==> src/rtl/nf10_oq_fifo_pkg.sv <==
// Shared helpers for the output-queue FIFOs.
//   depth_of   : capacity in words from log2 depth
//   cnt_width  : width of an occupancy counter able to hold DEPTH itself
//   in_range   : inclusive range check used by elaboration-time parameter guards
//   fifo_flags_t : status flags decoded from the occupancy count
package nf10_oq_fifo_pkg;

  function automatic int depth_of(input int bits);
    return 1 << bits;
  endfunction

  // One extra bit so that a completely full FIFO (count == DEPTH) is representable.
  function automatic int cnt_width(input int bits);
    return bits + 1;
  endfunction

  function automatic bit in_range(input int v, input int lo, input int hi);
    return (v >= lo) && (v <= hi);
  endfunction

  typedef struct packed {
    logic full;
    logic nearly_full;
    logic empty;
    logic nearly_empty;
  } fifo_flags_t;

endpackage

==> src/rtl/fallthrough_small_sync_fifo_if.sv <==
// Handshake/data bundle for fallthrough_small_sync_fifo.
//   master : producer/consumer side (drives din, wr_en, rd_en; sees data and status)
//   slave  : FIFO side
//   din/dout WIDTH bits, count MAX_DEPTH_BITS+1 bits, remaining signals 1 bit.
interface fallthrough_small_sync_fifo_if #(
  parameter int WIDTH          = 72,
  parameter int MAX_DEPTH_BITS = 3
);
  logic [WIDTH-1:0]        din;
  logic                    wr_en;
  logic                    rd_en;
  logic [WIDTH-1:0]        dout;
  logic                    full;
  logic                    nearly_full;
  logic                    empty;
  logic                    nearly_empty;
  logic [MAX_DEPTH_BITS:0] count;
  logic                    overflow;
  logic                    underflow;

  modport master (
    output din, wr_en, rd_en,
    input  dout, full, nearly_full, empty, nearly_empty, count, overflow, underflow
  );

  modport slave (
    input  din, wr_en, rd_en,
    output dout, full, nearly_full, empty, nearly_empty, count, overflow, underflow
  );
endinterface

==> src/rtl/fallthrough_fifo_ram.sv <==
// DEPTH x WIDTH storage for the fall-through FIFO.
//   clk, rst_n : clock, async active-low reset (clears only the read register)
//   we/waddr/wdata : synchronous write port
//   raddr/rdata    : registered read port; rdata holds mem[raddr] sampled at the
//                    last edge, read-before-write on an address collision
module fallthrough_fifo_ram #(
  parameter int WIDTH      = 72,
  parameter int DEPTH_BITS = 3
) (
  input  logic                  clk,
  input  logic                  rst_n,
  input  logic                  we,
  input  logic [DEPTH_BITS-1:0] waddr,
  input  logic [WIDTH-1:0]      wdata,
  input  logic [DEPTH_BITS-1:0] raddr,
  output logic [WIDTH-1:0]      rdata
);
  localparam int DEPTH = 1 << DEPTH_BITS;

  logic [WIDTH-1:0] mem [DEPTH];

  always_ff @(posedge clk) begin
    if (we) mem[waddr] <= wdata;
  end

  always_ff @(posedge clk or negedge rst_n) begin
    if (!rst_n) rdata <= '0;
    else        rdata <= mem[raddr];
  end
endmodule

==> src/rtl/fallthrough_small_sync_fifo.sv <==
// Single-clock first-word-fall-through FIFO with occupancy count, programmable
// almost-full/almost-empty thresholds and one-cycle overflow/underflow pulses.
//   clk, rst_n : clock (rising edge), async active-low reset
//   bus        : slave side of fallthrough_small_sync_fifo_if
//                din/wr_en/rd_en in; dout, full, nearly_full, empty,
//                nearly_empty, count, overflow, underflow out
// Capacity is 2**MAX_DEPTH_BITS words including the word shown on dout.
module fallthrough_small_sync_fifo
  import nf10_oq_fifo_pkg::*;
#(
  parameter int WIDTH             = 72,
  parameter int MAX_DEPTH_BITS    = 3,
  parameter int ALMOST_FULL_SIZE  = 2**MAX_DEPTH_BITS - 1,
  parameter int ALMOST_EMPTY_SIZE = 1
) (
  input logic                          clk,
  input logic                          rst_n,
  fallthrough_small_sync_fifo_if.slave bus
);
  localparam int DEPTH = depth_of(MAX_DEPTH_BITS);
  localparam int CNT_W = cnt_width(MAX_DEPTH_BITS);

  localparam logic [CNT_W-1:0]          CNT_DEPTH = CNT_W'(DEPTH);
  localparam logic [CNT_W-1:0]          CNT_AF    = CNT_W'(ALMOST_FULL_SIZE);
  localparam logic [CNT_W-1:0]          CNT_AE    = CNT_W'(ALMOST_EMPTY_SIZE);
  localparam logic [CNT_W-1:0]          CNT_ONE   = CNT_W'(1);
  localparam logic [MAX_DEPTH_BITS-1:0] PTR_ONE   = MAX_DEPTH_BITS'(1);

  if (!in_range(ALMOST_FULL_SIZE, 1, DEPTH)) begin : g_bad_af
    $error("ALMOST_FULL_SIZE out of range 1..DEPTH");
  end
  if (!in_range(ALMOST_EMPTY_SIZE, 0, DEPTH - 1)) begin : g_bad_ae
    $error("ALMOST_EMPTY_SIZE out of range 0..DEPTH-1");
  end

  logic [MAX_DEPTH_BITS-1:0] wr_ptr, rd_ptr, rd_ptr_nxt;
  logic [CNT_W-1:0]          count_q;
  logic                      wr_acc, rd_acc;
  logic                      ovf_q, unf_q;
  logic                      byp_sel_q;
  logic [WIDTH-1:0]          byp_q;
  logic [WIDTH-1:0]          ram_rdata;
  fifo_flags_t               flags;

  // Flags come straight from the registered count, so they follow the
  // causing strobe by one edge and drop to reset values with the count.
  always_comb begin
    flags              = '0;
    flags.full         = (count_q == CNT_DEPTH);
    flags.nearly_full  = (count_q >= CNT_AF);
    flags.empty        = (count_q == '0);
    flags.nearly_empty = (count_q <= CNT_AE);
  end

  // A full FIFO still takes a write when the head is popped in the same cycle.
  assign wr_acc = bus.wr_en && (!flags.full || bus.rd_en);
  assign rd_acc = bus.rd_en && !flags.empty;

  // The RAM is read at the head pointer as it will be after this edge, so its
  // registered output already holds the new head in the following cycle.
  assign rd_ptr_nxt = rd_acc ? rd_ptr + PTR_ONE : rd_ptr;

  always_ff @(posedge clk or negedge rst_n) begin
    if (!rst_n) begin
      wr_ptr  <= '0;
      rd_ptr  <= '0;
      count_q <= '0;
      ovf_q   <= 1'b0;
      unf_q   <= 1'b0;
    end else begin
      if (wr_acc) wr_ptr <= wr_ptr + PTR_ONE;
      rd_ptr <= rd_ptr_nxt;
      case ({wr_acc, rd_acc})
        2'b10:   count_q <= count_q + CNT_ONE;
        2'b01:   count_q <= count_q - CNT_ONE;
        default: count_q <= count_q;
      endcase
      ovf_q <= bus.wr_en && flags.full && !bus.rd_en;
      unf_q <= bus.rd_en && flags.empty;
    end
  end

  // When a word is written to the very slot that becomes the head, the RAM's
  // read-before-write output would be stale for one cycle; serve din instead.
  always_ff @(posedge clk or negedge rst_n) begin
    if (!rst_n) begin
      byp_sel_q <= 1'b0;
      byp_q     <= '0;
    end else begin
      byp_sel_q <= wr_acc && (wr_ptr == rd_ptr_nxt);
      if (wr_acc && (wr_ptr == rd_ptr_nxt)) byp_q <= bus.din;
    end
  end

  fallthrough_fifo_ram #(
    .WIDTH      (WIDTH),
    .DEPTH_BITS (MAX_DEPTH_BITS)
  ) u_ram (
    .clk   (clk),
    .rst_n (rst_n),
    .we    (wr_acc),
    .waddr (wr_ptr),
    .wdata (bus.din),
    .raddr (rd_ptr_nxt),
    .rdata (ram_rdata)
  );

  assign bus.dout         = byp_sel_q ? byp_q : ram_rdata;
  assign bus.full         = flags.full;
  assign bus.nearly_full  = flags.nearly_full;
  assign bus.empty        = flags.empty;
  assign bus.nearly_empty = flags.nearly_empty;
  assign bus.count        = count_q;
  assign bus.overflow     = ovf_q;
  assign bus.underflow    = unf_q;
endmodule

==> src/flat_wrapper.sv <==
// flat-port wrapper written by rule: the top's interface ports become plain ports
module fallthrough_small_sync_fifo_flat import nf10_oq_fifo_pkg::*;
#(
  parameter int WIDTH             = 72,
  parameter int MAX_DEPTH_BITS    = 3,
  parameter int ALMOST_FULL_SIZE  = 2**MAX_DEPTH_BITS - 1,
  parameter int ALMOST_EMPTY_SIZE = 1
)
  (clk, rst_n, bus_din, bus_wr_en, bus_rd_en, bus_dout, bus_full, bus_nearly_full, bus_empty, bus_nearly_empty, bus_count, bus_overflow, bus_underflow);
  fallthrough_small_sync_fifo_if #(.WIDTH(WIDTH), .MAX_DEPTH_BITS(MAX_DEPTH_BITS)) bus_i ();
  input logic clk;
  input logic rst_n;
  input wire logic [$bits(bus_i.din)-1:0] bus_din;
  input wire logic [$bits(bus_i.wr_en)-1:0] bus_wr_en;
  input wire logic [$bits(bus_i.rd_en)-1:0] bus_rd_en;
  output wire logic [$bits(bus_i.dout)-1:0] bus_dout;
  output wire logic [$bits(bus_i.full)-1:0] bus_full;
  output wire logic [$bits(bus_i.nearly_full)-1:0] bus_nearly_full;
  output wire logic [$bits(bus_i.empty)-1:0] bus_empty;
  output wire logic [$bits(bus_i.nearly_empty)-1:0] bus_nearly_empty;
  output wire logic [$bits(bus_i.count)-1:0] bus_count;
  output wire logic [$bits(bus_i.overflow)-1:0] bus_overflow;
  output wire logic [$bits(bus_i.underflow)-1:0] bus_underflow;
  assign bus_i.din = bus_din;
  assign bus_i.wr_en = bus_wr_en;
  assign bus_i.rd_en = bus_rd_en;
  assign bus_dout = bus_i.dout;
  assign bus_full = bus_i.full;
  assign bus_nearly_full = bus_i.nearly_full;
  assign bus_empty = bus_i.empty;
  assign bus_nearly_empty = bus_i.nearly_empty;
  assign bus_count = bus_i.count;
  assign bus_overflow = bus_i.overflow;
  assign bus_underflow = bus_i.underflow;
  fallthrough_small_sync_fifo #(.WIDTH(WIDTH), .MAX_DEPTH_BITS(MAX_DEPTH_BITS), .ALMOST_FULL_SIZE(ALMOST_FULL_SIZE), .ALMOST_EMPTY_SIZE(ALMOST_EMPTY_SIZE)) u_core (.clk(clk), .rst_n(rst_n), .bus(bus_i));
endmodule
==> config.mk <==
export PLATFORM = sky130hd
export DESIGN_NAME = fallthrough_small_sync_fifo_flat
export DESIGN_NICKNAME = d
export VERILOG_FILES = /design/src/rtl/nf10_oq_fifo_pkg.sv /design/src/rtl/fallthrough_small_sync_fifo_if.sv /design/src/rtl/fallthrough_fifo_ram.sv /design/src/rtl/fallthrough_small_sync_fifo.sv /design/src/flat_wrapper.sv
export SDC_FILE = /design/constraint.sdc
export NUM_CORES = 1
export LEC_CHECK = 0
export BUFFER_PORTS_ARGS = -buffer_cell sky130_fd_sc_hd__buf_4
export CORE_MARGIN = 4
export CORE_UTILIZATION = 25
export CTS_CLUSTER_SIZE = 24
export DETAILED_ROUTE_END_ITERATION = 8
export PLACE_DENSITY = 0.51
export SLEW_MARGIN = 20
export SYNTH_ARGS = -nofsm -noshare
export SYNTH_HDL_FRONTEND = slang
export SYNTH_SLANG_ARGS = --single-unit
==> constraint.sdc <==
create_clock -name clk -period 9.3 [get_ports clk]
set_input_delay 0.93 -clock clk [delete_from_list [all_inputs] [get_ports clk]]
set_output_delay 0.93 -clock clk [all_outputs]
set_load 0.05 [all_outputs]
# Yosys cells after proc, flatten, opt, wreduce, memory -nomap -nowiden
# Memories as Yosys holds them, arrays and structs flattened. A register that Yosys moved wholly into a read port is not among the register bits.
# Cells that the tools add are included.
[classes]
add_sub_neg = 4
order_cmp = 2
eq_ne = 4
n_mux = 5
reduce_logical = 13
[op_table]
columns = ["op", "count"]
rows = [
  ["2-to-1 mux 72 bit", 1],
  ["case mux 4 bit (2 select lines)", 1],
  ["adder 3 x 1 -> 3 bit, second input constant", 2],
  ["logical AND 1 bit", 6],
  ["adder 4 x 1 -> 4 bit, second input constant", 1],
  ["== test 4 bit, second input constant", 1],
  [">= comparator 4 x 3 -> 1 bit, second input constant", 1],
  ["<= comparator 4 x 1 -> 1 bit, second input constant", 1],
  ["zero test 1 bit", 4],
  ["zero test 4 bit", 1],
  ["subtractor 4 x 1 -> 4 bit, second input constant", 1],
  ["== test 3 bit", 1],
  ["2-to-1 mux 3 bit", 1],
  ["== test 2 x 1 -> 1 bit, second input constant", 1],
  ["== test 2 bit, second input constant", 1],
  ["2-to-1 mux 1 bit", 2],
  ["nonzero test 2 bit", 1],
  ["logical OR 1 bit", 1],
]
[word_totals]
regBits = 85
mem_bits_rw = 576
in_bits = 76
out_inout_bits = 82
wordCells = 36
mem_count = 1
[memory_table]
columns = ["name", "depth", "width", "read_ports", "rd_clocked_by_memory_dff", "wr", "line_no", "text"]
rows = [
  ["u_core.u_ram.mem", 8, 72, 1, 1, 1, "fallthrough_fifo_ram.sv:20", "logic [WIDTH-1:0] mem [DEPTH];"],
]

# Logic depth before layout (Yosys ltp)
# Gate-level depths: netlist (run 1).
[logic_depth]
ltp_word = 6
ltp_mapped = 11

# Cells and area by module
# Synthesis (run 1) repeated with hierarchy kept, for this count alone.
[unflattened]
hier_cells = 1219
hier_area_um2 = 28354.7
[modules_own_cells]
columns = ["module", "instances", "cells_each", "area_per_inst_um2"]
rows = [
  ["fallthrough_fifo_ram", 1, 917, 23729.0],
  ["fallthrough_small_sync_fifo", 1, 302, 4625.7],
]

# Worst setup path before layout (run 1)
# Ideal clock, no wire load.
[synth_timing]
path_type = "register -> register"
from = "register u_core.count_q[0] (netlist: u_core.bus.count[0])"
to = "memory u_core.u_ram.mem[0][0], enable pin"
setup_time_ps = 680
arrival_time_ps = 8399
slack_ps = 220
stages_incl_launch_ff = 7
n_path_buf = 0
path_cell_list = "dfrtp_1 -> inv_1 -> ha_1 -> nand3b_1 -> o21a_1 -> clkinv_1 -> nor4_1"
[synth_via]
elab_chain_cells = 6
[synth_rtl]
columns = ["item", "line_no", "text"]
rows = [
  ["start: declaration", "fallthrough_small_sync_fifo.sv:37", "logic [CNT_W-1:0] count_q;"],
  ["start signal: assignment", "fallthrough_small_sync_fifo.sv:74", "2'b10: count_q <= count_q + CNT_ONE;"],
  ["start signal: assignment", "fallthrough_small_sync_fifo.sv:75", "2'b01: count_q <= count_q - CNT_ONE;"],
  ["start signal: assignment", "fallthrough_small_sync_fifo.sv:76", "default: count_q <= count_q;"],
  ["== test 4 bit", "fallthrough_small_sync_fifo.sv:49", "flags.full = (count_q == CNT_DEPTH);"],
  ["zero test 1 bit", "fallthrough_small_sync_fifo.sv:56", "assign wr_acc = bus.wr_en && (!flags.full || bus.rd_en);"],
  ["logical OR 1 bit", "fallthrough_small_sync_fifo.sv:56", ""],
  ["logical AND 1 bit", "fallthrough_small_sync_fifo.sv:56", ""],
  ["2-to-1 mux 1 bit", "fallthrough_fifo_ram.sv:23", "if (we) mem[waddr] <= wdata;"],
  ["2-to-1 mux 1 bit (implied by the code)", "fallthrough_fifo_ram.sv:23", ""],
  ["end: declaration", "fallthrough_fifo_ram.sv:20", ""],
]
# Every way passes these cells.

# Worst setup path after layout (run 1)
[layout_timing]
from = "register u_core.rd_ptr[0]"
to = "register u_core.byp_q[48]"
[layout_via]
elab_chain_cells = 4
[layout_rtl]
columns = ["item", "line_no", "text"]
rows = [
  ["start: declaration", "fallthrough_small_sync_fifo.sv:36", "logic [MAX_DEPTH_BITS-1:0] wr_ptr, rd_ptr, rd_ptr_nxt;"],
  ["start signal: assignment", "fallthrough_small_sync_fifo.sv:72", "rd_ptr <= rd_ptr_nxt;"],
  ["adder 3 x 1 -> 3 bit", "fallthrough_small_sync_fifo.sv:61", "assign rd_ptr_nxt = rd_acc ? rd_ptr + PTR_ONE : rd_ptr;"],
  ["2-to-1 mux 3 bit", "fallthrough_small_sync_fifo.sv:61", ""],
  ["net u_core.rd_ptr_nxt[1]", "fallthrough_small_sync_fifo.sv:36", ""],
  ["== test 3 bit", "fallthrough_small_sync_fifo.sv:91", "if (wr_acc && (wr_ptr == rd_ptr_nxt)) byp_q <= bus.din;"],
  ["logical AND 1 bit", "fallthrough_small_sync_fifo.sv:91", ""],
  ["end signal: assignment", "fallthrough_small_sync_fifo.sv:91", ""],
  ["end: declaration", "fallthrough_small_sync_fifo.sv:41", "logic [WIDTH-1:0] byp_q;"],
]
# The timed path passes the listed nets, and every way through them passes these cells.
# A chain may end at the register's enable or synchronous reset.

==> results of run 1 <==
==> kinds of logic (layout without fill, tap and decap cells) <==
| kind of cell | Yosys count | count (layout) |
|---|---|---|
| AO/OA/AOI/OAI | 941 | 941 |
| XOR/XNOR | 11 | 11 |
| multiplexers | 145 | 145 |
| flip-flops | 733 | 733 |
| AND/OR/NAND/NOR | 34 | 34 |
| buffers and inverters | 232 | 359 |
| adder cells (fa/ha/maj) | 7 | 7 |
| other | 0 | 8 |
==> flip-flops by register name, indices dropped and copies added, names as in the netlist <==
signal and cells:
u_core.bus.underflow 1, u_core.bus.overflow 1, u_core.byp_q 72, u_core.u_ram.rdata 72, u_core.u_ram.mem 576, u_core.byp_sel_q 1, u_core.bus.count 4, u_core.wr_ptr 3
u_core.rd_ptr 3
==> power groups by stage <==
stage / clock network (mW) / logic, mW / registers [mW]
4_1_cts: 3.42 / 6.18 / 4.72
5_1_grt: 3.56 / 6.62 / 4.79
3_3_place_gp: 0 / 6.01 / 4.74
6_report: 3.32 / 6.10 / 4.72
3_5_place_dp: 0 / 6.16 / 4.77
2_1_floorplan: 0 / 4.55 / 4.66
==> cell usage after synthesis <==
library cell  number  area share [%]
a21o_2             1           0.028
a21oi_1           73             1.2
a32o_1            72             2.3
and3_1             1           0.020
and3_4             1           0.036
buf_1             15            0.18
buf_12             7            0.45
buf_2              3           0.048
buf_4              1           0.024
buf_6              1           0.036
clkbuf_1         195             2.3
clkbuf_2           1           0.016
clkinv_1           2           0.024
dfrtp_1          157              13
edfxtp_1         576              55
ha_1               7            0.28
inv_1              5           0.060
inv_2              2           0.024
mux2_2            75             2.7
mux2_4            69             3.3
mux2i_1            1           0.032
nand2_1            9            0.11
nand2b_1           3           0.060
nand3_1            2           0.032
nand3b_1           1           0.024
nand4b_1           1           0.028
nor2_1             7           0.084
nor3_1             5           0.080
nor4_1             1           0.020
nor4_2             1           0.040
o21a_1             1           0.024
o21ai_0          217             3.5
o21ai_2            1           0.028
o221ai_1         360              10
o22ai_1          216             4.3
or3_1              1           0.020
or3b_4             1           0.036
xnor2_1            6            0.17
xnor2_4            1           0.088
xor2_1             4            0.11
==> through the flow <==
stage / hold slack (ns) / utilization [%]
after floorplan: 0.475 / -
after global placement: 0.484 / 27.4
after detailed placement: 0.489 / 27.4
after CTS: 0.269 / 29.6
after global routing: 0.298 / 29.7
final: 0.296 / 29.7
==> worst register-to-register path, stage by stage, from the launching register on <==
cell and delay (ns):
dfrtp_4 0.88, ha_1 0.40, nand3_4 0.42, nand2_1 0.17
xor2_1 0.21, nor4_4 0.28, buf_4 0.63, buf_4 0.71
mux2_2 0.44
==> final timing paths <==
path | to | slack (ns) | depth (start not counted)
min in group clk | u_core.byp_q[40]$_DFFE_PN0P_ | 0.50 | 1
max in group asynchronous | u_core.byp_sel_q$_DFF_PN0_ | 7.62 | 2
setup / recovery | u_core.byp_q[48]$_DFFE_PN0P_ | 5.02 | 8
setup reg to reg | u_core.byp_q[48]$_DFFE_PN0P_ | 5.02 | 8
hold reg to reg | u_core.byp_q[40]$_DFFE_PN0P_ | 0.50 | 1
hold / removal | u_core.byp_q[61]$_DFFE_PN0P_ | 0.30 | 1
==> cell type report <==
class,instances,share of cell area [%]
Multi-Input combinational cell,1138,24.7
Inverter,9,0.112
Antenna cell,8,0.0545
Tap cell,1637,5.57
Clock buffer,119,6.46
Sequential cell,733,57.8
Clock inverter,33,1.10
Timing Repair Buffer,198,4.23
==> per-layer routing <==
metal | vias up | global-route usage, % | share of wire, % | wire (microns)
li1 | 9113 | - | - | -
met1 | 10738 | 16.8 | 43 | 38400
met2 | 599 | 22.0 | 49 | 43100
met3 | 135 | 2.17 | 4.9 | 4350
met4 | 0 | 4.48 | 2.8 | 2520
met5 | - | 0 | 0 | 0
==> results.tsv, run 1 <==
stage	metric	value	unit
power	p_per_area	385	nW/um^2
floorplan	initial_core_util	25.2	%
floorplan	die_w	361	microns
cells_and_area	regArea	21200	sq um
power	comb_power_share	43.1	%
power	leakage	11.8	nW
critical_path	cp_num_buf_inv	2	
sta	final.setup.tns	0	ns
cells_and_area	fin_cells	3875	
floorplan	core	124000	sq um
placement	port-buffer-count	157	
clocking	tritoncts	done	
critical_path	arrival	4.79	ns
critical_path	cpLargestDelayFamily	buffers and inverters	
power	swShare	39.6	%
status	status	complete, no violations	
clocking	cts.sinks	733	
drt	viasPerCell	5.31	
hold_path	hold_path.class	input port to async pin	
drt	drt_wl_total	88.3	mm
sta	hold_viol	0	
cells_and_area	areaGrowthSynthToFinish	17.7	%
cells_and_area	nets	2246	
floorplan	die_y	361	microns
clocking	clock_latency	0.63	ns
floorplan	io_pins	158	
clocking	cts_setup_buffers	0	
grt	overflow	0	
power	clockPowerShare	23.5	%
placement	hpwlAfterDp	46.8	mm
power	p_total	14.1	mW
grt	grt_max_degree	121	
synthesis	yosys.area_share.xor_xnor	0.369	%
cells_and_area	final_area	36700	sq um
floorplan	fp-row-count	129	
placement	placed_cells	3714	
clocking	clk_pin_slew_worst_paths	0.06	ns
critical_path	cpMostUsedCell	buf_4	
job	drv_cap	0	
sta	period_needed	4.28	ns
cells_and_area	fillers	12223	
cells_and_area	multi_input_area	9070	sq um
critical_path	critPathMaxStageDelay	0.88	ns
sta	drv_slew	0	
cells_and_area	drive_gt1_share	21.8	%
clocking	cts_resized	0	
sta	fin_worst_skew	0.0237	ns
sta	relSlewSlack	26.7	%
critical_path	r2r-start	u_core.rd_ptr[0]$_DFF_PN0_	
synthesis	ys.warnings.count	0	
grt	grt_pass1_wl	130	mm
drt	first_pass_iters	5	
sta	setup_violations	0	
critical_path	setup.worst_path.start	u_core.rd_ptr[0]$_DFF_PN0_	
synthesis	synth_top_family_by_area	compound AO/OA/AOI/OAI gates	
grt	antenna_found_initial	8	
synthesis	synth_seq_cells	733	
power	switching_power	5.60	mW
sta	min_period_over_period	46.0	%
drt	dr.first_iter.drc_count	1611	
drt	via_count	20585	
power	p_seq_share	33.4	%
critical_path	worstSetupStartpointType	flip-flop	
synthesis	netlist_instances	2103	
clocking	cts_buffers	83	
synthesis	synth_compound_area_share	21.5	%
floorplan	die_area	131000	sq um
drt	drc	0	
synthesis	synthSimpleGateAreaFrac	0.589	%
synthesis	avgSynthCellArea	14.8	sq um
synthesis	ys_types	40	
power	internal_power	8.55	mW
placement	dpl_cell_area	33900	sq um
clocking	htreeDepth	3	
placement	dp_slack	4.44	ns
sta	tightest_slew	1.10	ns
critical_path	worstPathCellList	ha_1, nand3_4, nand2_1, xor2_1, nor4_4, buf_4, buf_4, mux2_2	
drt	wire_per_inst	22.8	microns
synthesis	synth_adder_area_share	0.281	%
critical_path	criticalPathCategory	flip-flop to flip-flop	
cells_and_area	layout_common_cells	edfxtp_1 (576), o221ai_1 (360), o21ai_0 (217)	
clocking	cts-root-buf	clkbuf_16	
critical_path	crit_path_end_kind	flip-flop	
sta	final.setup.worst_slack	5.02	ns
power	ir_drop	0.000221	V
grt	grt_usage	13.0	%
sta	grt_setup_unrepaired	no	
placement	gp_congestion	0.701	
synthesis	synth_nets	2186	
critical_path	crit_path_max_fanout	65	
sta	fmax	234	MHz
critical_path	cp_slowest_cell	dfrtp_4	
critical_path	required	9.81	ns
synthesis	yosys-mux-area-fraction	6.06	%
synthesis	synth_area	31200	sq um
clocking	clk_path_buf_depth	3	
grt	grt_pass1_vias	20581	
cells_and_area	mostFrequentLayoutCell	edfxtp_1	
clocking	hold_buffers	0	
synthesis	seq_area_frac_synth	68.0	%
drt	route.antenna.remaining_nets	0	
(Power assumes the default switching activity.)
==> inputs of run 2 (changes only) <==
- ABC_AREA: unset -> 1
- PLACE_DENSITY: 0.51 -> 0.49
- clock period: 9.3 -> 4.05 ns (I/O delays scaled with it)
==> run 2 against run 1 <==
  * Cell area grew 1.5%
  * Flip-flop and latch count is the same
  * Global-route usage is essentially flat
  * Critical endpoint is now u_core.byp_q[3]$_DFFE_PN0P_
  * Largest cell class unchanged
  * Maximum frequency grew 45%
  * Largest power group unchanged
  * Die area shrank 0.20%
  * Clock-buffer cell count shrank 7
  * Critical path type unchanged
  * Clock power grew 130%
==> results.tsv, run 2 <==
stage	metric	value	unit	change
cells_and_area	regMostFlops	u_core.u_ram.mem		
cells_and_area	drive_gt1_share	12.9	%	-8.9 points
sta	fin_worst_skew	0.0239	ns	+0.000161 ns
floorplan	core	124000	sq um	-0.13%
hold_path	hold_depth	1		
synthesis	synth_common_cells	nand2_1 (1,032), edfxtp_1 (576), inv_1 (522)		
grt	antenna_found_initial	2		-6
clocking	cts_buffers	83		unchanged
critical_path	crit_path_end_kind	flip-flop		
cells_and_area	areaGrowthSynthToFinish	19.8	%	
critical_path	worstPathCellList	inv_1, ha_1, nand2_4, nand2_2, nand2_1, nand2_4, nand2_1, nand2_4, nand3_4, buf_4, nand2_1, nand2_1		
critical_path	crit_path_max_fanout	39		-40%
power	swShare	41.1	%	+1.5 points
synthesis	synth_edf_count	576		unchanged
critical_path	rrSetupSlack	1.10	ns	-3.93 ns
sta	fmax	339	MHz	+45%
drt	via_count	20154		-2.1%
synthesis	avgSynthCellArea	10.4	sq um	-30%
power	clockPowerShare	25.1	%	+1.6 points
floorplan	die_area	130000	sq um	-0.20%
sta	hold_ws	0.0463	ns	-0.250 ns
synthesis	synth_area_leaders	edfxtp_1 (56%), dfrtp_1 (13%), nand2_1 (12%), inv_1 (6.3%), nand3_1 (3.6%)		
drt	route.antenna.remaining_nets	0		unchanged
clocking	tritoncts	done		
clocking	clock_latency	0.62	ns	about the same
cells_and_area	layout_common_cells	nand2_1 (1,029), edfxtp_1 (576), inv_1 (522)		
sta	relSlewSlack	38.5	%	+12 points
sta	period_needed	2.95	ns	-1.32 ns
critical_path	criticalPathCategory	flip-flop to flip-flop		
power	comb_power_share	40.5	%	-2.6 points
cells_and_area	largest_registers	u_core.u_ram.mem x576, u_core.byp_q x72, u_core.u_ram.rdata x72		
power	p_total	29.8	mW	+110%
cells_and_area	largest_reg_flops	576		unchanged
synthesis	synth_seq_cells	733		unchanged
synthesis	ys_types	26		-35%
sta	drv_slew	0		unchanged
sta	tightest_slew	0.922	ns	-0.178 ns
floorplan	die_w	361	microns	about the same
cells_and_area	nets	3247		+45%
floorplan	initial_core_util	25.2	%	about the same
clocking	clk_path_buf_depth	3		unchanged
cells_and_area	multi_input_area	7330	sq um	-19%
power	switching_power	12.2	mW	+120%
hold_path	min_to	u_core.u_ram.mem[2][66]$_DFFE_PP_		
synthesis	yosys_most_used_dff	edfxtp_1		
drt	drt_wl_total	85.1	mm	-3.6%
critical_path	rr_worst_depth	12		+4
power	p_seq_share	34.4	%	+1.0 points
cells_and_area	regArea	21200	sq um	about the same
critical_path	critPathMaxStageDelay	0.57	ns	-0.31 ns
synthesis	yosysTopAreaCell	edfxtp_1		
synthesis	ys.warnings.count	0		unchanged
hold_path	min-delay-start	bus_din[66]		
sta	setup_violations	0		unchanged
critical_path	arrival	3.50	ns	-1.29 ns
drt	wire_per_inst	17.5	microns	-23%
cells_and_area	mostFrequentLayoutCell	nand2_1		
synthesis	netlist_instances	2995		+42%
job	drv_cap	0		unchanged
cells_and_area	utilization	30.2	%	+0.50 points
critical_path	reg2reg_to	u_core.byp_q[3]$_DFFE_PN0P_		
synthesis	netlist.area_leader.share	55.5	%	+0.11 points
hold_path	hold_path.class	input port to flip-flop		
drt	first_pass_iters	5		unchanged
synthesis	async_flop_share	21.4	%	unchanged
grt	grt_pass1_wl	129	mm	-1.1%
synthesis	synth_area	31100	sq um	-0.20%
clocking	cts_setup_buffers	0		unchanged
synthesis	synth_nets	3078		+41%
grt	overflow	0		unchanged
drt	viasPerCell	4.14		-22%
drt	drc	0		unchanged
power	internal_power	17.6	mW	+110%
floorplan	fp-row-count	129		unchanged
placement	hpwlAfterDp	44.6	mm	-4.5%
power	p_per_area	799	nW/um^2	+110%
power	leakage	16.4	nW	+39%
clocking	cts-root-buf	clkbuf_16		
grt	grt_max_degree	112		-7.4%
clocking	htreeDepth	3		unchanged
synthesis	seq_area_frac_synth	68.2	%	+0.14 points
grt	grt_usage	13.0	%	about the same
status	status	complete, no violations		
clocking	cts.sinks	733		unchanged
floorplan	die_y	361	microns	about the same
drt	dr.first_iter.drc_count	1305		-19%
placement	port-buffer-count	157		unchanged
sta	grt_setup_unrepaired	no		
critical_path	worstSetupStartpointType	flip-flop		
critical_path	cp_slowest_cell	buf_4		
critical_path	required	4.60	ns	-5.21 ns
sta	hold_viol	0		unchanged
floorplan	io_pins	158		unchanged
critical_path	r2r-start	u_core.bus.count[0]$_DFFE_PN0P_		
power	ir_drop	0.000559	V	+150%
clocking	clk_pin_slew_worst_paths	0.06	ns	about the same
critical_path	cpMostUsedCell	nand2_1		
cells_and_area	fillers	12832		+5.0%
synthesis	synth_most_common_cell	nand2_1		
sta	min_period_over_period	72.9	%	+27 points
grt	grt_pass1_vias	19785		-3.9%
placement	gp_congestion	0.714		+1.9%
==> run 2: changes by cell type after synthesis, moves of 82 or more <==
cell      change
buf_2        +87
clkbuf_1    -172
inv_1       +517
nand2_1    +1023
nand3_1     +222
nor2_1       +82
o21ai_0     -141
o221ai_1    -360
o22ai_1     -216
==> run 2: worst max path at each step <==
| stage | from | end | slack (ns) | cells after the start |
|---|---|---|---|---|
| 2_1_floorplan | u_core.bus.count[0]$_DFFE_PN0P_ | u_core.u_ram.mem[0][0]$_DFFE_PP_ | -1.05 | 7 |
| 3_3_place_gp | u_core.bus.count[0]$_DFFE_PN0P_ | u_core.u_ram.mem[6][32]$_DFFE_PP_ | 1.03 | 8 |
| 3_5_place_dp | u_core.bus.count[0]$_DFFE_PN0P_ | u_core.u_ram.mem[6][32]$_DFFE_PP_ | 1.02 | 8 |
| 4_1_cts | u_core.bus.count[0]$_DFFE_PN0P_ | u_core.u_ram.mem[6][5]$_DFFE_PP_ | 1.03 | 8 |
| 5_1_grt | u_core.bus.count[0]$_DFFE_PN0P_ | u_core.byp_q[6]$_DFFE_PN0P_ | 0.82 | 12 |
| 6_report | u_core.bus.count[0]$_DFFE_PN0P_ | u_core.byp_q[3]$_DFFE_PN0P_ | 1.10 | 12 |
==> run 2: routing by layer <==
metal	track usage, %	wire, microns	share of wire, %	up-vias
li1	-	-	-	9886
met1	18.2	40600	48	9765
met2	20.9	39300	46	389
met3	2.38	3680	4.3	112
met4	2.85	1520	1.8	2
met5	0	7	0.0082	-
==> run 2: kinds of logic after synthesis <==
group | count (synthesis) | share of synthesized area, %
AND/OR/NAND/NOR | 1429 | 18.9
flip-flops | 733 | 68.2
buffers and inverters | 671 | 8.69
AO/OA/AOI/OAI | 78 | 1.26
multiplexers | 72 | 2.60
adder cells (fa/ha/maj) | 7 | 0.281
XOR/XNOR | 5 | 0.141
==> run 2: final cells by class <==
cell class	count	area share [%]
multi-input combinational	1591	19.6
clock inverter	40	1.03
clock buffer	112	6.24
inverter	525	5.30
tap	1637	5.49
sequential	733	56.9
antenna	2	0.0134
timing repair buffer	230	5.38
==> run 2: critical path: cells and delay by family, from the launching register on <==
kind / cells / cell delay [ns]
and+or+nand+nor: 9 / 1.52
buffers and inverters: 2 / 0.68
DFF: 1 / 0.43
adders and majority gates: 1 / 0.25
==> run 2: per-stage QoR <==
stage          TNS (ns)  instance area (sq um)  instances  worst slack, ns
5_1_grt               0                  37300       4868            0.818
2_1_floorplan   -527.95                  31100       2995            -1.05
4_1_cts               0                  37300       4868             1.03
6_report              0                  37300       4870             1.10
3_3_place_gp          0                  34300       4685             1.03
3_5_place_dp          0                  34300       4685             1.02
==> run 2: timing repair <==
item / CTS / global route
hold buffers: 31 / 0
hold endpoints to repair: 262 / 0
resized for setup: 0 / 0
==> run 2: power groups by stage <==
stage,sequential (mW),clock (mW),combinational (mW)
2_1_floorplan,10.3,0,8.25
3_3_place_gp,10.4,0,12.2
3_5_place_dp,10.4,0,12.3
4_1_cts,10.3,7.71,12.4
5_1_grt,10.4,8.03,13.5
6_report,10.3,7.48,12.1
==> inputs of run 3 (changes only) <==
- ABC_AREA: 1 -> 0
- clock period: 4.05 -> 2.8 ns (I/O delays scaled with it)
==> run 3 against run 2 <==
  * The flow now finishes with violations (setup timing)
  * Cell count down 18%
  * Register-to-register slack got worse by 1.2 ns
  * Worst hold slack better by 0.14 ns
  * Global-route usage is 0.34 points higher
  * Setup slack worse by 1.2 ns
  * Via count up 4.7%
  * Flip-flop and latch count stayed put
  * Non-clock buffer count rose by 100
  * Highest routed layer unchanged
==> results.tsv, run 3 (synthesis gave the netlist of run 1 again) <==
stage	metric	value	unit	change
clocking	clk_path_buf_depth	3		unchanged
critical_path	critPathMaxStageDelay	0.44	ns	-0.13 ns
floorplan	fp-row-count	129		unchanged
sta	hold_ws	0.191	ns	+0.144 ns
placement	port-buffer-count	157		unchanged
grt	grt_pass1_wl	134	mm	+4.1%
cells_and_area	final_area	38800	sq um	+4.0%
drt	drc	0		unchanged
cells_and_area	largest_reg_flops	576		unchanged
floorplan	die_area	131000	sq um	+0.20%
cells_and_area	mostFrequentLayoutCell	edfxtp_1		
drt	first_pass_iters	6		+1
critical_path	worstPathCellList	inv_2, ha_4, or3b_4, nand2_4, inv_4, xnor2_4, xor2_2, nor4_4, buf_6, buf_16, buf_12, buf_16, mux2_4		
clocking	clk_pin_slew_worst_paths	0.06	ns	about the same
cells_and_area	largest_registers	u_core.u_ram.mem x576, u_core.byp_q x72, u_core.u_ram.rdata x72		
placement	dpl_cell_area	34900	sq um	+1.7%
sta	final.setup.worst_slack	-0.0736	ns	-1.17 ns
drt	route.antenna.remaining_nets	0		unchanged
cells_and_area	regMostFlops	u_core.u_ram.mem		
job	drv_cap	0		unchanged
drt	dr.first_iter.drc_count	1371		+5.1%
drt	drt_wl_total	90.6	mm	+6.4%
sta	setup_violations	51		+51
drt	met3WireLength	4.30	mm	+17%
drt	wire_per_inst	22.6	microns	+29%
status	failed_checks	setup timing		
placement	hpwlAfterDp	48.8	mm	+9.2%
grt	grt_usage	13.3	%	+0.34 points
critical_path	crit_path_end_kind	flip-flop		
floorplan	core	124000	sq um	+0.13%
clocking	clock_latency	0.66	ns	+0.04 ns
sta	drv_slew	0		unchanged
sta	grt_setup_unrepaired	yes		
placement	gp_congestion	0.693		-3.0%
cells_and_area	areaGrowthSynthToFinish	24.3	%	
clocking	htreeDepth	3		unchanged
drt	met2RoutedLength	43.9	mm	+12%
critical_path	worstSetupStartpointType	flip-flop		
sta	tightest_slew	1.14	ns	+0.215 ns
floorplan	die_y	361	microns	about the same
floorplan	initial_core_util	25.2	%	about the same
sta	fin_worst_skew	0.0175	ns	-0.00636 ns
sta	min_period_over_period	103	%	+30 points
critical_path	cpMostUsedCell	buf_16		
drt	top_layer	met5		
cells_and_area	nets	2381		-27%
critical_path	cpLargestDelayFamily	simple AND/OR/NAND/NOR gates		
floorplan	io_pins	158		unchanged
grt	grt_max_degree	211		+88%
drt	wl_met1	40.2	mm	-1.0%
critical_path	cp_slowest_cell	or3b_4		
critical_path	setup.worst_path.start	u_core.bus.count[0]$_DFFE_PN0P_		
critical_path	r2r-start	u_core.bus.count[0]$_DFFE_PN0P_		
critical_path	crit_path_max_fanout	8		-79%
power	ir_drop	0.000845	V	+51%
status	status	finished with violations		
drt	via_count	21097		+4.7%
drt	viasPerCell	5.26		+27%
grt	grt_pass1_vias	21306		+7.7%
sta	period_needed	2.87	ns	-0.0799 ns
power	p_total	49.0	mW	+64%
sta	relSlewSlack	24.2	%	-14 points
grt	antenna_found_initial	5		+3
power	p_per_area	1260	nW/um^2	+58%
sta	hold_viol	0		unchanged
clocking	tritoncts	done		
grt	overflow	0		unchanged
critical_path	cp_num_buf_inv	6		+4
cells_and_area	drive_gt1_share	23.9	%	+11 points
critical_path	arrival	3.40	ns	-0.10 ns
clocking	cts_buffers	85		+2.4%
hold_path	hold_path.class	input port to async pin		
critical_path	criticalPathCategory	flip-flop to flip-flop		
floorplan	die_w	361	microns	about the same
power	leakage	12.7	nW	-22%
sta	fmax	348	MHz	+2.8%
cells_and_area	layout_common_cells	edfxtp_1 (576), o221ai_1 (360), o21ai_0 (217)		
clocking	cts-root-buf	clkbuf_16		
critical_path	required	3.33	ns	-1.27 ns
clocking	cts.sinks	733		unchanged
sta	final.setup.tns	-2.21	ns	-2.21 ns
## run 3: cell count changes in the layout (fill, tap and decap cells not counted), moves of 141 or more
cell,delta
o21ai_0,+141
o221ai_1,+360
nand2_1,-1022
nand3_1,-223
o22ai_1,+216
inv_1,-520
## run 3: metal layers
layer	vias to the layer above	track usage, %
met2	598	22.6
met1	10933	17.4
met3	140	2.10
met4	2	4.55
li1	9424	-
met5	-	0
## run 3: cell type report
| class | count | area, sq um |
|---|---|---|
| inverters | 9 | 51.3 |
| multi-input cells | 1139 | 9170 |
| repair buffers | 330 | 3470 |
| fillers | 12090 | 85000 |
| diodes | 4 | 10.0 |
| clock buffers | 117 | 2360 |
| clock inverters | 43 | 454 |
| well taps | 1637 | 2050 |
| flip-flops and latches | 733 | 21200 |
## run 3: stage by stage
| step | util [%] | cells | worst slack (ns) |
|---|---|---|---|
| floorplan | - | 2103 | -1.27 |
| global placement | 28.2 | 3756 | -0.116 |
| detailed placement | 28.2 | 3756 | -0.0988 |
| CTS | 31.2 | 3997 | -0.0783 |
| global route | 31.3 | 4008 | -0.157 |
| finish | 31.3 | 4012 | -0.0736 |
## run 3: final timing paths
kind,endpoint,slack [ns],cells past startpoint
setup / recovery,u_core.byp_q[66]$_DFFE_PN0P_,-0.07,13
hold / removal,u_core.byp_q[60]$_DFFE_PN0P_,0.19,2
setup reg to reg,u_core.byp_q[66]$_DFFE_PN0P_,-0.07,13
hold reg to reg,u_core.byp_q[57]$_DFFE_PN0P_,0.51,1
max in group asynchronous,u_core.bus.underflow$_DFF_PN0_,1.83,3
min in group clk,u_core.u_ram.mem[6][26]$_DFFE_PP_,0.41,2
## run 3: power breakdown
part	leakage, nW	internal (mW)	switching, mW
combinational	4.19	8.92	13.6
sequential	7.14	14.3	1.13
clock	1.37	6.51	4.53
## run 3: what timing repair did
action                                  in CTS  in global routing
endpoints found under the hold margin      690                  0
hold buffers                                75                  0
gates cloned                                 2                  4
buffers inserted                             4                  7
gates resized for setup                      5                  9
endpoints found under the setup margin      69                 78
pin swaps                                    3                  3
